## config.mk

```make
export PLATFORM = sky130hd
export DESIGN_NAME = score_seg_scan_flat
export DESIGN_NICKNAME = d
export VERILOG_FILES = /design/src/rtl/score_seg_scan_pkg.sv /design/src/rtl/score_seg_scan_if.sv /design/src/rtl/score_seg_scan_seg7_decode.sv /design/src/rtl/score_seg_scan.sv /design/src/flat_wrapper.sv
export SDC_FILE = /design/constraint.sdc
export NUM_CORES = 1
export LEC_CHECK = 0
export ABC_CLOCK_PERIOD_IN_PS = 2500
export CORE_MARGIN = 5
export CORE_UTILIZATION = 45
export CTS_BUF_LIST = sky130_fd_sc_hd__clkbuf_4
export CTS_CLUSTER_SIZE = 8
export DETAILED_ROUTE_END_ITERATION = 16
export PLACE_DENSITY = 0.8
export SETUP_SLACK_MARGIN = 0.02
export SLEW_MARGIN = 20
export SYNTH_ARGS = -nofsm -noshare
export SYNTH_HDL_FRONTEND = slang
export SYNTH_HIERARCHICAL = 1
export SYNTH_SLANG_ARGS = --single-unit
```

## constraint.sdc

```tcl
create_clock -name clk -period 2.5 [get_ports clk]
set_clock_uncertainty 0.2 [all_clocks]
set_input_delay 0.5 -clock clk [delete_from_list [all_inputs] [get_ports clk]]
set_output_delay 0.5 -clock clk [all_outputs]
set_load 0.01 [all_outputs]
```

## src/rtl/score_seg_scan_pkg.sv

```systemverilog
// Shared constants and types for the score seven-segment scanner.
// Segment patterns are active low, ordered {g,f,e,d,c,b,a}.
package score_seg_pkg;

  localparam logic [6:0] SEG_BLANK = 7'h7F;
  localparam logic [6:0] SEG_DASH  = 7'b0111111;
  localparam logic [3:0] AN_OFF    = 4'hF;

  localparam logic [6:0] SEG_DIGIT [0:9] = '{
    7'h40, 7'h79, 7'h24, 7'h30, 7'h19,
    7'h12, 7'h02, 7'h78, 7'h00, 7'h10
  };

  typedef enum logic [1:0] {
    SLOT_ONES     = 2'd0,
    SLOT_TENS     = 2'd1,
    SLOT_HUNDREDS = 2'd2,
    SLOT_UNUSED   = 2'd3
  } digit_idx_t;

endpackage

```

## src/rtl/score_seg_scan_if.sv

```systemverilog
// Score digits in, display drive out. The blink request exists only
// when SCORE_BLINK_EN is defined.
interface score_seg_scan_if;

  logic [3:0] hundreds;
  logic [3:0] tens;
  logic [3:0] ones;
`ifdef SCORE_BLINK_EN
  logic       blink;
`endif
  logic [3:0] an;
  logic [6:0] seg;
  logic       dp;

`ifdef SCORE_BLINK_EN
  modport master (output hundreds, tens, ones, blink, input an, seg, dp);
  modport slave  (input hundreds, tens, ones, blink, output an, seg, dp);
`else
  modport master (output hundreds, tens, ones, input an, seg, dp);
  modport slave  (input hundreds, tens, ones, output an, seg, dp);
`endif

endinterface

```

## src/rtl/score_seg_scan_seg7_decode.sv

```systemverilog
// BCD digit to active-low seven-segment pattern; non-BCD codes show a dash.
module seg7_decode
  import score_seg_pkg::*;
(
  input  logic [3:0] bcd,
  output logic [6:0] seg
);

  always_comb begin
    seg = SEG_DASH;
    if (bcd <= 4'd9) seg = SEG_DIGIT[bcd];
  end

endmodule

```

## src/rtl/score_seg_scan.sv

```systemverilog
// Time-multiplexes a 3-digit BCD score onto a 4-digit common-anode display.
// Build option SCORE_BLINK_EN adds the blink input and frame-rate flashing.
module score_seg_scan
  import score_seg_pkg::*;
#(
  parameter int REFRESH_TICKS = 100000,
  parameter int BLANK_TICKS   = 1000,
  parameter int BLINK_FRAMES  = 250
) (
  input logic             clk,
  input logic             rst_n,
  score_seg_scan_if.slave bus
);

  localparam int CNT_W = $clog2(REFRESH_TICKS);

  if (REFRESH_TICKS < 4 || BLANK_TICKS < 1 || BLANK_TICKS > REFRESH_TICKS - 2 ||
      BLINK_FRAMES < 1) begin : g_bad_params
    $error("score_seg_scan: illegal REFRESH_TICKS/BLANK_TICKS/BLINK_FRAMES");
  end

  logic [CNT_W-1:0] cnt;
  digit_idx_t       idx;
  logic [3:0]       sh_hundreds;
  logic [3:0]       sh_tens;
  logic [3:0]       sh_ones;
  logic             frame_start;
  logic             slot_end;

  assign frame_start = (cnt == '0) && (idx == SLOT_ONES);
  assign slot_end    = (cnt == CNT_W'(REFRESH_TICKS - 1));

  // Slot counter and once-per-frame digit capture keep a frame tear-free.
  always_ff @(posedge clk) begin
    if (!rst_n) begin
      cnt         <= '0;
      idx         <= SLOT_ONES;
      sh_hundreds <= '0;
      sh_tens     <= '0;
      sh_ones     <= '0;
    end else begin
      if (slot_end) begin
        cnt <= '0;
        idx <= digit_idx_t'(idx + 2'd1);
      end else begin
        cnt <= cnt + CNT_W'(1);
      end
      if (frame_start) begin
        sh_hundreds <= bus.hundreds;
        sh_tens     <= bus.tens;
        sh_ones     <= bus.ones;
      end
    end
  end

  logic suppress;

`ifdef SCORE_BLINK_EN
  localparam int FRAME_W = $clog2(BLINK_FRAMES + 1);

  logic [FRAME_W-1:0] frame_cnt;
  logic               blink_phase;

  // Dropping blink clears the phase so the display comes back at once.
  always_ff @(posedge clk) begin
    if (!rst_n || !bus.blink) begin
      frame_cnt   <= '0;
      blink_phase <= 1'b0;
    end else if (frame_start) begin
      if (frame_cnt == FRAME_W'(BLINK_FRAMES - 1)) begin
        frame_cnt   <= '0;
        blink_phase <= ~blink_phase;
      end else begin
        frame_cnt <= frame_cnt + FRAME_W'(1);
      end
    end
  end

  assign suppress = bus.blink & blink_phase;
`else
  assign suppress = 1'b0;
`endif

  // Stage p0: pick the slot digit, apply guard and leading-zero blanking.
  logic [3:0] digit_p0;
  logic [6:0] dec_p0;
  logic       dark_p0;
  logic [3:0] an_p0;
  logic [6:0] seg_p0;

  always_comb begin
    digit_p0 = sh_ones;
    dark_p0  = 1'b0;
    unique case (idx)
      SLOT_ONES:     digit_p0 = sh_ones;
      SLOT_TENS: begin
        digit_p0 = sh_tens;
        dark_p0  = (sh_hundreds == 4'd0) && (sh_tens == 4'd0);
      end
      SLOT_HUNDREDS: begin
        digit_p0 = sh_hundreds;
        dark_p0  = (sh_hundreds == 4'd0);
      end
      SLOT_UNUSED:   dark_p0 = 1'b1;
      default:       dark_p0 = 1'b1;
    endcase
    if (cnt < CNT_W'(BLANK_TICKS) || suppress) dark_p0 = 1'b1;
  end

  seg7_decode u_decode (
    .bcd (digit_p0),
    .seg (dec_p0)
  );

  always_comb begin
    an_p0  = AN_OFF;
    seg_p0 = SEG_BLANK;
    if (!dark_p0) begin
      an_p0  = ~(4'b0001 << idx);
      seg_p0 = dec_p0;
    end
  end

  // Stage p1: registered display drive, no input-to-output path.
  logic [3:0] an_p1;
  logic [6:0] seg_p1;

  always_ff @(posedge clk) begin
    if (!rst_n) begin
      an_p1  <= AN_OFF;
      seg_p1 <= SEG_BLANK;
    end else begin
      an_p1  <= an_p0;
      seg_p1 <= seg_p0;
    end
  end

  assign bus.an  = an_p1;
  assign bus.seg = seg_p1;
  assign bus.dp  = 1'b1;

endmodule

```

## src/flat_wrapper.sv

```systemverilog
// flat-port wrapper written by rule: the top's interface ports become plain ports
module score_seg_scan_flat import score_seg_pkg::*;
#(
  parameter int REFRESH_TICKS = 100000,
  parameter int BLANK_TICKS   = 1000,
  parameter int BLINK_FRAMES  = 250
)
  (clk, rst_n, bus_hundreds, bus_tens, bus_ones, bus_an, bus_seg, bus_dp);
  score_seg_scan_if bus_i ();
  input logic clk;
  input logic rst_n;
  input wire logic [$bits(bus_i.hundreds)-1:0] bus_hundreds;
  input wire logic [$bits(bus_i.tens)-1:0] bus_tens;
  input wire logic [$bits(bus_i.ones)-1:0] bus_ones;
  output wire logic [$bits(bus_i.an)-1:0] bus_an;
  output wire logic [$bits(bus_i.seg)-1:0] bus_seg;
  output wire logic [$bits(bus_i.dp)-1:0] bus_dp;
  assign bus_i.hundreds = bus_hundreds;
  assign bus_i.tens = bus_tens;
  assign bus_i.ones = bus_ones;
  assign bus_an = bus_i.an;
  assign bus_seg = bus_i.seg;
  assign bus_dp = bus_i.dp;
  score_seg_scan #(.REFRESH_TICKS(REFRESH_TICKS), .BLANK_TICKS(BLANK_TICKS), .BLINK_FRAMES(BLINK_FRAMES)) u_core (.clk(clk), .rst_n(rst_n), .bus(bus_i));
endmodule
```

==> results of run 1 <==
==> synthesized netlist by cell type (all sizes together) <==
cell type,count
o211a,1
nand2,5
o21ai,15
nor2b,4
o21a,1
nand3,21
or4b,1
nand4,5
dfxtp,42
a22oi,4
nand2b,2
clkbuf,7
xor2,2
a211oi,1
nor3,4
a221o,2
conb,1
mux2i,1
xnor2,11
o21bai,1
and2,2
a22o,2
a21boi,12
and4,1
nand3b,7
or2b,1
or3,4
and2b,1
a21oi,8
o22a,1
nor4,9
or2,1
ha,11
o32a,1
inv,12
buf,8
nor2,24
or4,3
==> worst paths after layout <==
path,startpoint,endpoint,slack (ns),cells past startpoint
worst min register to register,u_core/cnt[0],u_core/cnt[0],0.29,1
worst min-delay path,u_core/cnt[0],u_core/cnt[0],0.29,1
worst max register to register,u_core/idx[0],u_core/bus.seg[0],0.15,9
worst max-delay path,u_core/idx[0],u_core/bus.seg[0],0.15,9
==> report_power, final <==
group / total (mW) / internal (mW) / switching, mW
sequential: 0.709 / 0.692 / 0.0175
combinational: 0.182 / 0.0941 / 0.0884
clock: 0.323 / 0.117 / 0.207
total: 1.21 / 0.902 / 0.313
==> routing by layer <==
metal	vias up	share of wire
li1	881	-
met1	764	0.47
met2	35	0.46
met3	6	0.050
met4	0	0.020
met5	-	0
==> timing repair <==
item / 4_1_cts / 5_1_grt
resized for setup: 1 / 7
hold buffers: 0 / 0
setup endpoints to repair: 3 / 7
==> logic make-up (layout without fill, tap and decap cells) <==
logic type | after synthesis | in the layout | synth area share
adder cells (fa/ha/maj) | 11 | 11 | 0.0647
flip-flops | 42 | 42 | 0.395
other | 1 | 1 | 0.00176
multiplexers | 1 | 1 | 0.00471
buffers and inverters | 27 | 51 | 0.0635
XOR/XNOR | 13 | 13 | 0.0535
AO/OA/AOI/OAI | 49 | 49 | 0.158
AND/OR/NAND/NOR | 95 | 95 | 0.258
==> registers in the layout (all words and copies together), names as in the netlist <==
signal and cells:
u_core/cnt 17, u_core/bus.seg 7, u_core/bus.an 4, u_core/sh_hundreds 4
u_core/sh_ones 4, u_core/sh_tens 4, u_core/idx 2
==> layout make-up <==
class,instances,share of cell area
clock buffers,6,0.0182
inverters,12,0.0182
multi-input cells,170,0.475
flip-flops and latches,42,0.340
well taps,54,0.0273
clock inverters,2,0.00353
repair buffers,31,0.118
==> through the flow <==
step | util | power (mW) | cell area (um2) | hold slack, ns
CTS | 0.527 | 1.23 | 2450 | 0.298
finish | 0.532 | 1.21 | 2480 | 0.290
detailed placement | 0.514 | 0.905 | 2400 | 0.268
global placement | 0.514 | 0.899 | 2400 | 0.255
floorplan | - | 0.856 | 2130 | 0.241
global route | 0.532 | 1.28 | 2480 | 0.317
==> worst max-delay path, delay by kind of cell, from the launching register on <==
kind,cells,cell delay (ns)
AOI/OAI and AO/OA,4,0.81
adders and majority gates,2,0.48
DFF,1,0.36
buffers and inverters,2,0.22
and+or+nand+nor,1,0.15
==> metrics.md, run 1 <==
| Metric | Value |
|---|---|
| Fin worst setup slack | 0.154 ns |
| Initial antenna violation count | 0 |
| Overflow left after global routing | 0 |
| Net Count, Synth | 264 |
| Placer congestion estimate | 0.857 |
| I/O pin cnt | 26 |
| Sequential share of the synthesized area | 0.395 |
| Area grow syn2layout | 16.5% |
| Max_cap viols | 0 |
| Max FO, Critical Path | 6 |
| Area of the multi-input gates | 1180 um2 |
| Initial DRC Count | 85 |
| CP max stage cell | dfxtp_2 |
| Rel. slew slack | 0.664 |
| TritonCTS Buffers | 5 |
| Die Span X | 78.8 um |
| Die Ht | 78.8 um |
| DRC | 0 |
| Worst Tran Pin Value | 0.504 ns |
| Met1 usage | 0.172 |
| Slew Limit Fails | 0 |
| Die Footprint | 6200 um2 |
| Fin crit period | 2.35 ns |
| Finished Layout Cells | 317 |
| N_diodes | 0 |
| Clk Latency, worst-skew pair | 0.35 ns |
| Core Rows | 25 |
| GRT Overall Usage | 0.142 |
| Core area | 4660 um2 |
| Leak Pwr | 0.858 nW |
| Setup Buffers After CTS | 0 |
| Crit path required time | 2.53 ns |
| Clock-pin slew of the registers on the worst-case setup and hold paths | 0.12 ns |
| Fillers | 425 |
| Seq cells post-synth | 42 |
| Crit path cell chain | inv_1 -> ha_2 -> a22oi_1 -> a21oi_2 -> inv_1 -> ha_2 -> o21bai_4 -> a221o_1 -> nand3b_1 |
| Type of origin of the critical path | flop |
| Clock Sinks | 42 |
| Pwr dens | 490 nW/um2 |
| TNS Setup | 0 ns |
| Synth Area per Inst | 8.90 um2 |
| Period utilization | 0.939 |
| RSZ-0062 raised after global routing | false |
| Outcome | completed |
| Largest net degree at the start of global routing | 15 |
| Fin nets | 287 |
| Critical Path AT | 2.38 ns |
| F_max | 426 MHz |
| Peak VDD IR | 0.000239 V |
| Global Route met3 Usage | 0.0363 |
| Starting density of the core | 0.456 |
| Vias in the first global route | 1594 |
| Most frequent cells in the layout | 40 x dfxtp_1, 24 x clkdlybuf4s50_1, 24 x nor2_1, 20 x nand3_1, 12 x inv_1 |
| Placed cells | 309 |
| Synth top area share | 0.395 |
| Clock Path Buffers | 2 |
| CTS tree | built |
| Setup violations, final | 0 |
| Register area | 843 um2 |
| Synth area leader | dfxtp_1 |
| DR pass1 iterations | 4 |
| Post-DP HPWL | 3.06 mm |
| PortBufs | 24 |
| Grt peak-use layer | met2 |
| Layout cells sized above 1 | 0.114 |
| WL per Instance | 12.8 um |
| Yosys Warn Count | 6 |
| Worst setup EP type | flop |
| Root Buffer | clkbuf_4 |
| Vias | 1686 |
| Crit Path Category | flop to flop |
| H-tree Lvls | 2 |
| Met2 Usage GRT | 0.238 |
| Routed Antenna Nets | 0 |
| Synth Instances | 239 |
| Cell variety after synth | 46 |
| Crit-path max cell delay | 0.36 ns |
| Total Wirelength | 4.07 mm |
| Top post-synthesis cells by area | dfxtp_1 40%, ha_1 6.5%, nand3_1 4.7% |
| Vias/cell | 5.32 |
| Pre-CTS worst setup slack | -0.0446 ns |
| Most common cell after layout, fill and taps aside | dfxtp_1 |
| Final hold vios | 0 |
| Hold WC Path Type | flop to flop |
| First-pass GRT wire length | 7.07 mm |
| Post-Syn Area | 2130 um2 |
(Power assumes the default switching activity.)
==> run 2, diff against run 1 <==
==> constraint.sdc (replaced) <==
create_clock -name clk -period 2.5 [get_ports clk]
set_clock_uncertainty 0.2 [all_clocks]
set_input_delay 0.5 -clock clk [delete_from_list [all_inputs] [get_ports clk]]
set_output_delay 0.5 -clock clk [all_outputs]
set_load 0.1 [all_outputs]
==> run 2 against run 1 <==
Clock power about the same. Sequential share of layout area increased by 0.21 points. Setup slack improved by 0.012 ns. Combinational power increased by 4%. Critical path depth unchanged. Non-clock buffer count unchanged. Flip-flop and latch count unchanged. Die area unchanged. First-iteration DRC count increased by 15%. Worst hold slack got worse by 0.0045 ns. Clock-buffer cell count decreased by 1. Routed wire length increased by 1.9%. Critical endpoint is now u_core/bus.seg[3].
==> metrics.md, run 2 (synthesis results as in run 1) <==
| Metric | Value |
|---|---|
| H-tree Lvls | 2 |
| Initial antenna violation count | 0 |
| Fin crit period | 2.33 ns |
| Overflow left after global routing | 0 |
| Vias | 1731 |
| Outcome | completed |
| Starting density of the core | 0.456 |
| Core area | 4660 um2 |
| Hold WC Path Type | flop to flop |
| DRC | 0 |
| TritonCTS Buffers | 5 |
| Pre-CTS worst setup slack | -0.0117 ns |
| Period utilization | 0.934 |
| Fillers | 418 |
| Largest net degree at the start of global routing | 15 |
| Core Rows | 25 |
| Finished Layout Cells | 317 |
| Register area | 841 um2 |
| Root Buffer | clkbuf_4 |
| Critical Path AT | 2.38 ns |
| Area of the multi-input gates | 1180 um2 |
| RSZ-0062 raised after global routing | false |
| Routed Antenna Nets | 0 |
| I/O pin cnt | 26 |
| Slew Limit Fails | 0 |
| Pwr dens | 499 nW/um2 |
| GRT Overall Usage | 0.145 |
| Setup Buffers After CTS | 0 |
| Vias/cell | 5.46 |
| Die Footprint | 6200 um2 |
| CTS tree | built |
| WHS | 0.285 ns |
| Setup violations, final | 0 |
| Peak VDD IR | 0.000298 V |
| Die Ht | 78.8 um |
| Most common cell after layout, fill and taps aside | dfxtp_1 |
| Most frequent cells in the layout | 42 x dfxtp_1, 24 x nor2_1, 20 x nand3_1, 18 x buf_4, 13 x clkdlybuf4s50_1 |
| WL per Instance | 13.1 um |
| Post-DP HPWL | 3.13 mm |
| TNS Setup | 0 ns |
| Placed cells | 309 |
| Fin worst setup slack | 0.166 ns |
| Worst setup EP type | flop |
| PortBufs | 24 |
| Largest reg by FF count | u_core/cnt |
| F_max | 428 MHz |
| Layout cells sized above 1 | 0.156 |
| Area grow syn2layout | 15.5% |
| Max_cap viols | 0 |
| Placed cell areas | 2370 um2 |
| Clock Path Buffers | 2 |
| Clock Sinks | 42 |
| Clk Latency, worst-skew pair | 0.36 ns |
| CTS hold repair buffers | 0 |
| Fin util | 0.527 |
| Final total power | 1.23 mW |
| Final hold vios | 0 |
| N_diodes | 0 |
| Leak Pwr | 0.848 nW |
| Vias in the first global route | 1594 |
| First-pass GRT wire length | 7.21 mm |
| Initial DRC Count | 98 |
| Max FO, Critical Path | 6 |
| Post-route cell area | 2460 um2 |
| DR pass1 iterations | 4 |
| Crit path required time | 2.55 ns |
| Type of origin of the critical path | flop |
| Fin nets | 287 |
| Die Span X | 78.8 um |
| Total Wirelength | 4.15 mm |
| Clock-pin slew of the registers on the worst-case setup and hold paths | 0.12 ns |
| Max reg flops | 17 |
| Placer congestion estimate | 0.857 |
| Crit Path Category | flop to flop |
run 2: area by class of cell:
cell class,instances,share of cell area
clock buffers,5,0.0153
clock inverters,3,0.00662
inverters,12,0.0183
multi-input cells,170,0.482
flip-flops and latches,42,0.342
well taps,54,0.0275
repair buffers,31,0.108
run 2: metal layers:
layer,wire (um),GRT usage
met1,2020,0.182
met2,1890,0.231
met3,148,0.0374
met4,88,0.0699
met5,0,0
run 2: what timing repair did:
action | 4_1_cts | 5_1_grt
endpoints found under the setup margin | 2 | 6
endpoints found under the hold margin | 0 | 0
resized for setup | 1 | 7
run 2: critical path, cell delays in order, from the launching register on:
cell and delay (ns):
dfxtp_1 0.39, inv_1 0.12, ha_2 0.25, a22oi_1 0.24, a21oi_2 0.13, inv_1 0.12, ha_1 0.22, o21bai_4 0.09
a221o_1 0.34, nand3b_1 0.15
run 2: path summary, 6_finish.rpt:
kind / start / end / slack (ns) / cells after the start
hold / removal: u_core/sh_ones[1] / u_core/sh_ones[1] / 0.29 / 2
setup reg to reg: u_core/idx[0] / u_core/bus.seg[3] / 0.17 / 9
setup / recovery: u_core/idx[0] / u_core/bus.seg[3] / 0.17 / 9
hold reg to reg: u_core/sh_ones[1] / u_core/sh_ones[1] / 0.29 / 2
run 2: where the power goes:
| group | total, mW | leakage, nW | internal, mW | switching [mW] |
|---|---|---|---|---|
| sequential | 0.710 | 0.342 | 0.692 | 0.0181 |
| clock | 0.326 | 0.0286 | 0.105 | 0.222 |
| combinational | 0.190 | 0.478 | 0.0943 | 0.0955 |
| total | 1.23 | 0.848 | 0.891 | 0.335 |
==> run 3, diff against run 2 <==
--- a/config.mk
+++ b/config.mk
@@ -8,7 +8,7 @@
 export ABC_CLOCK_PERIOD_IN_PS = 2500
 export CORE_MARGIN = 5
 export CORE_UTILIZATION = 45
-export CTS_BUF_LIST = sky130_fd_sc_hd__clkbuf_4
+export CTS_BUF_LIST = sky130_fd_sc_hd__clkbuf_16
 export CTS_CLUSTER_SIZE = 8
 export DETAILED_ROUTE_END_ITERATION = 16
 export PLACE_DENSITY = 0.8
==> run 3 against run 2 <==
Utilization is 2.6 points higher. Design area is 5.0% higher. Setup slack worse by 0.037 ns. Fmax is 1.6% lower. Cell count is 0.32% higher. Critical path depth stayed put. Power is 24% higher. Clock power is 89% higher. Critical path type unchanged.
==> metrics.md, run 3 (synthesis results as in run 1) <==
| Metric | Value |
|---|---|
| Outcome | completed |
| Critical Path AT | 2.33 ns |
| Die Span X | 78.8 um |
| GRT Overall Usage | 0.143 |
| Placer congestion estimate | 0.857 |
| WHS | 0.282 ns |
| Max reg flops | 17 |
| Largest net degree at the start of global routing | 15 |
| Met2 wire length | 2.10 mm |
| Total Wirelength | 4.40 mm |
| Vias/cell | 5.50 |
| Crit path cell chain | inv_1 -> ha_4 -> a22oi_1 -> a21oi_2 -> inv_1 -> ha_2 -> o21bai_4 -> a221o_1 -> nand3b_1 |
| N_diodes | 0 |
| I/O pin cnt | 26 |
| Pwr dens | 591 nW/um2 |
| DRC | 0 |
| Largest reg by FF count | u_core/cnt |
| First-pass GRT wire length | 7.23 mm |
| Type of origin of the critical path | flop |
| M1 wire length | 2.09 mm |
| Most frequent cells in the layout | 41 x dfxtp_1, 24 x nor2_1, 20 x nand3_1, 18 x buf_4, 13 x clkdlybuf4s50_1 |
| Max_cap viols | 0 |
| Final hold vios | 0 |
| Leak Pwr | 0.896 nW |
| Fin util | 0.553 |
| Post-DP HPWL | 3.13 mm |
| CTS hold repair buffers | 0 |
| Starting density of the core | 0.456 |
| CP most frequent cell | inv_1 |
| Worst setup EP type | flop |
| Overflow left after global routing | 0 |
| Slew Limit Fails | 0 |
| Root Buffer | clkbuf_16 |
| Post-route cell area | 2580 um2 |
| Setup violations, final | 0 |
| Initial DRC Count | 137 |
| Routed Antenna Nets | 0 |
| Crit Path Category | flop to flop |
| Vias | 1748 |
| Initial antenna violation count | 0 |
| Clk Latency, worst-skew pair | 0.28 ns |
| Layout cells sized above 1 | 0.170 |
| TritonCTS Buffers | 5 |
| H-tree Lvls | 2 |
| Crit-path max cell delay | 0.37 ns |
| Placed cells | 309 |
| Final total power | 1.53 mW |
| Fillers | 394 |
| Top Metal Used | met4 |
| Die Ht | 78.8 um |
| Clock Path Buffers | 2 |
| Fin crit period | 2.37 ns |
| Clock Sinks | 42 |
| Area grow syn2layout | 21.2% |
| Finished Layout Cells | 318 |
| Core Rows | 25 |
| Clock-pin slew of the registers on the worst-case setup and hold paths | 0.06 ns |
| Peak VDD IR | 0.000453 V |
| Hold WC Path Type | flop to flop |
| WL per Instance | 13.8 um |
| Period utilization | 0.948 |
| Die Footprint | 6200 um2 |
| DR pass1 iterations | 4 |
| F_max | 422 MHz |
| Placed cell areas | 2370 um2 |
| CTS tree | built |
| Max FO, Critical Path | 6 |
| Crit path required time | 2.46 ns |
| WL met3 | 153 um |
| PortBufs | 24 |
| Most common cell after layout, fill and taps aside | dfxtp_1 |
| Vias in the first global route | 1594 |
| Core area | 4660 um2 |
| CP max stage cell | dfxtp_1 |
| Fin nets | 288 |
==> run 3: cell count changes in the layout (fill, tap and decap cells not counted), sizes merged <==
cell / change
clkbuf: +1
==> run 3: per-layer routing <==
layer  GRT usage  vias to the layer above
met5           0                        -
met4      0.0437                        0
met3      0.0374                        4
met2       0.235                       34
met1       0.185                      822
li1            -                      888
==> run 3: power by group <==
part / total (mW) / internal, mW / switching [mW]
Clock: 0.617 / 0.364 / 0.253
Combinational: 0.198 / 0.0972 / 0.100
Sequential: 0.710 / 0.692 / 0.0179
==> run 3: what timing repair did <==
action / 4_1_cts / 5_1_grt
resized for setup: 1 / 13
setup endpoints to repair: 2 / 6
pin swaps: 0 / 2
setup buffers: 0 / 1
==> run 3: final cells by class <==
type | count | area (um2) | area share
clock buffer | 5 | 125 | 0.0485
clock inverter | 3 | 16.3 | 0.00631
inverter | 12 | 45.0 | 0.0175
multi-input combinational | 170 | 1210 | 0.470
sequential | 42 | 842 | 0.327
tap | 54 | 67.6 | 0.0262
timing repair buffer | 32 | 270 | 0.105
==> run 3: final timing paths <==
path | start | endpoint | slack [ns] | depth (start not counted)
setup / recovery | u_core/idx[0] | u_core/bus.seg[3] | 0.13 | 9
hold / removal | u_core/cnt[0] | u_core/cnt[0] | 0.28 | 1
setup reg to reg | u_core/idx[0] | u_core/bus.seg[3] | 0.13 | 9
hold reg to reg | u_core/cnt[0] | u_core/cnt[0] | 0.28 | 1
==> run 3: through the flow <==
step                setup WS, ns  setup TNS, ns
floorplan                 0.0654              0
global placement          0.0837              0
detailed placement       -0.0117        -0.0187
CTS                       0.0762              0
global route             -0.0153        -0.0153
finish                     0.129              0
==> run 3: worst max-delay path: cells and delay by family (launching register included) <==
kind	cells	cell delay [ns]
compound gates	4	0.79
buf+inv	2	0.30
fa+ha+maj	2	0.45
simple gates	1	0.14
flops	1	0.37
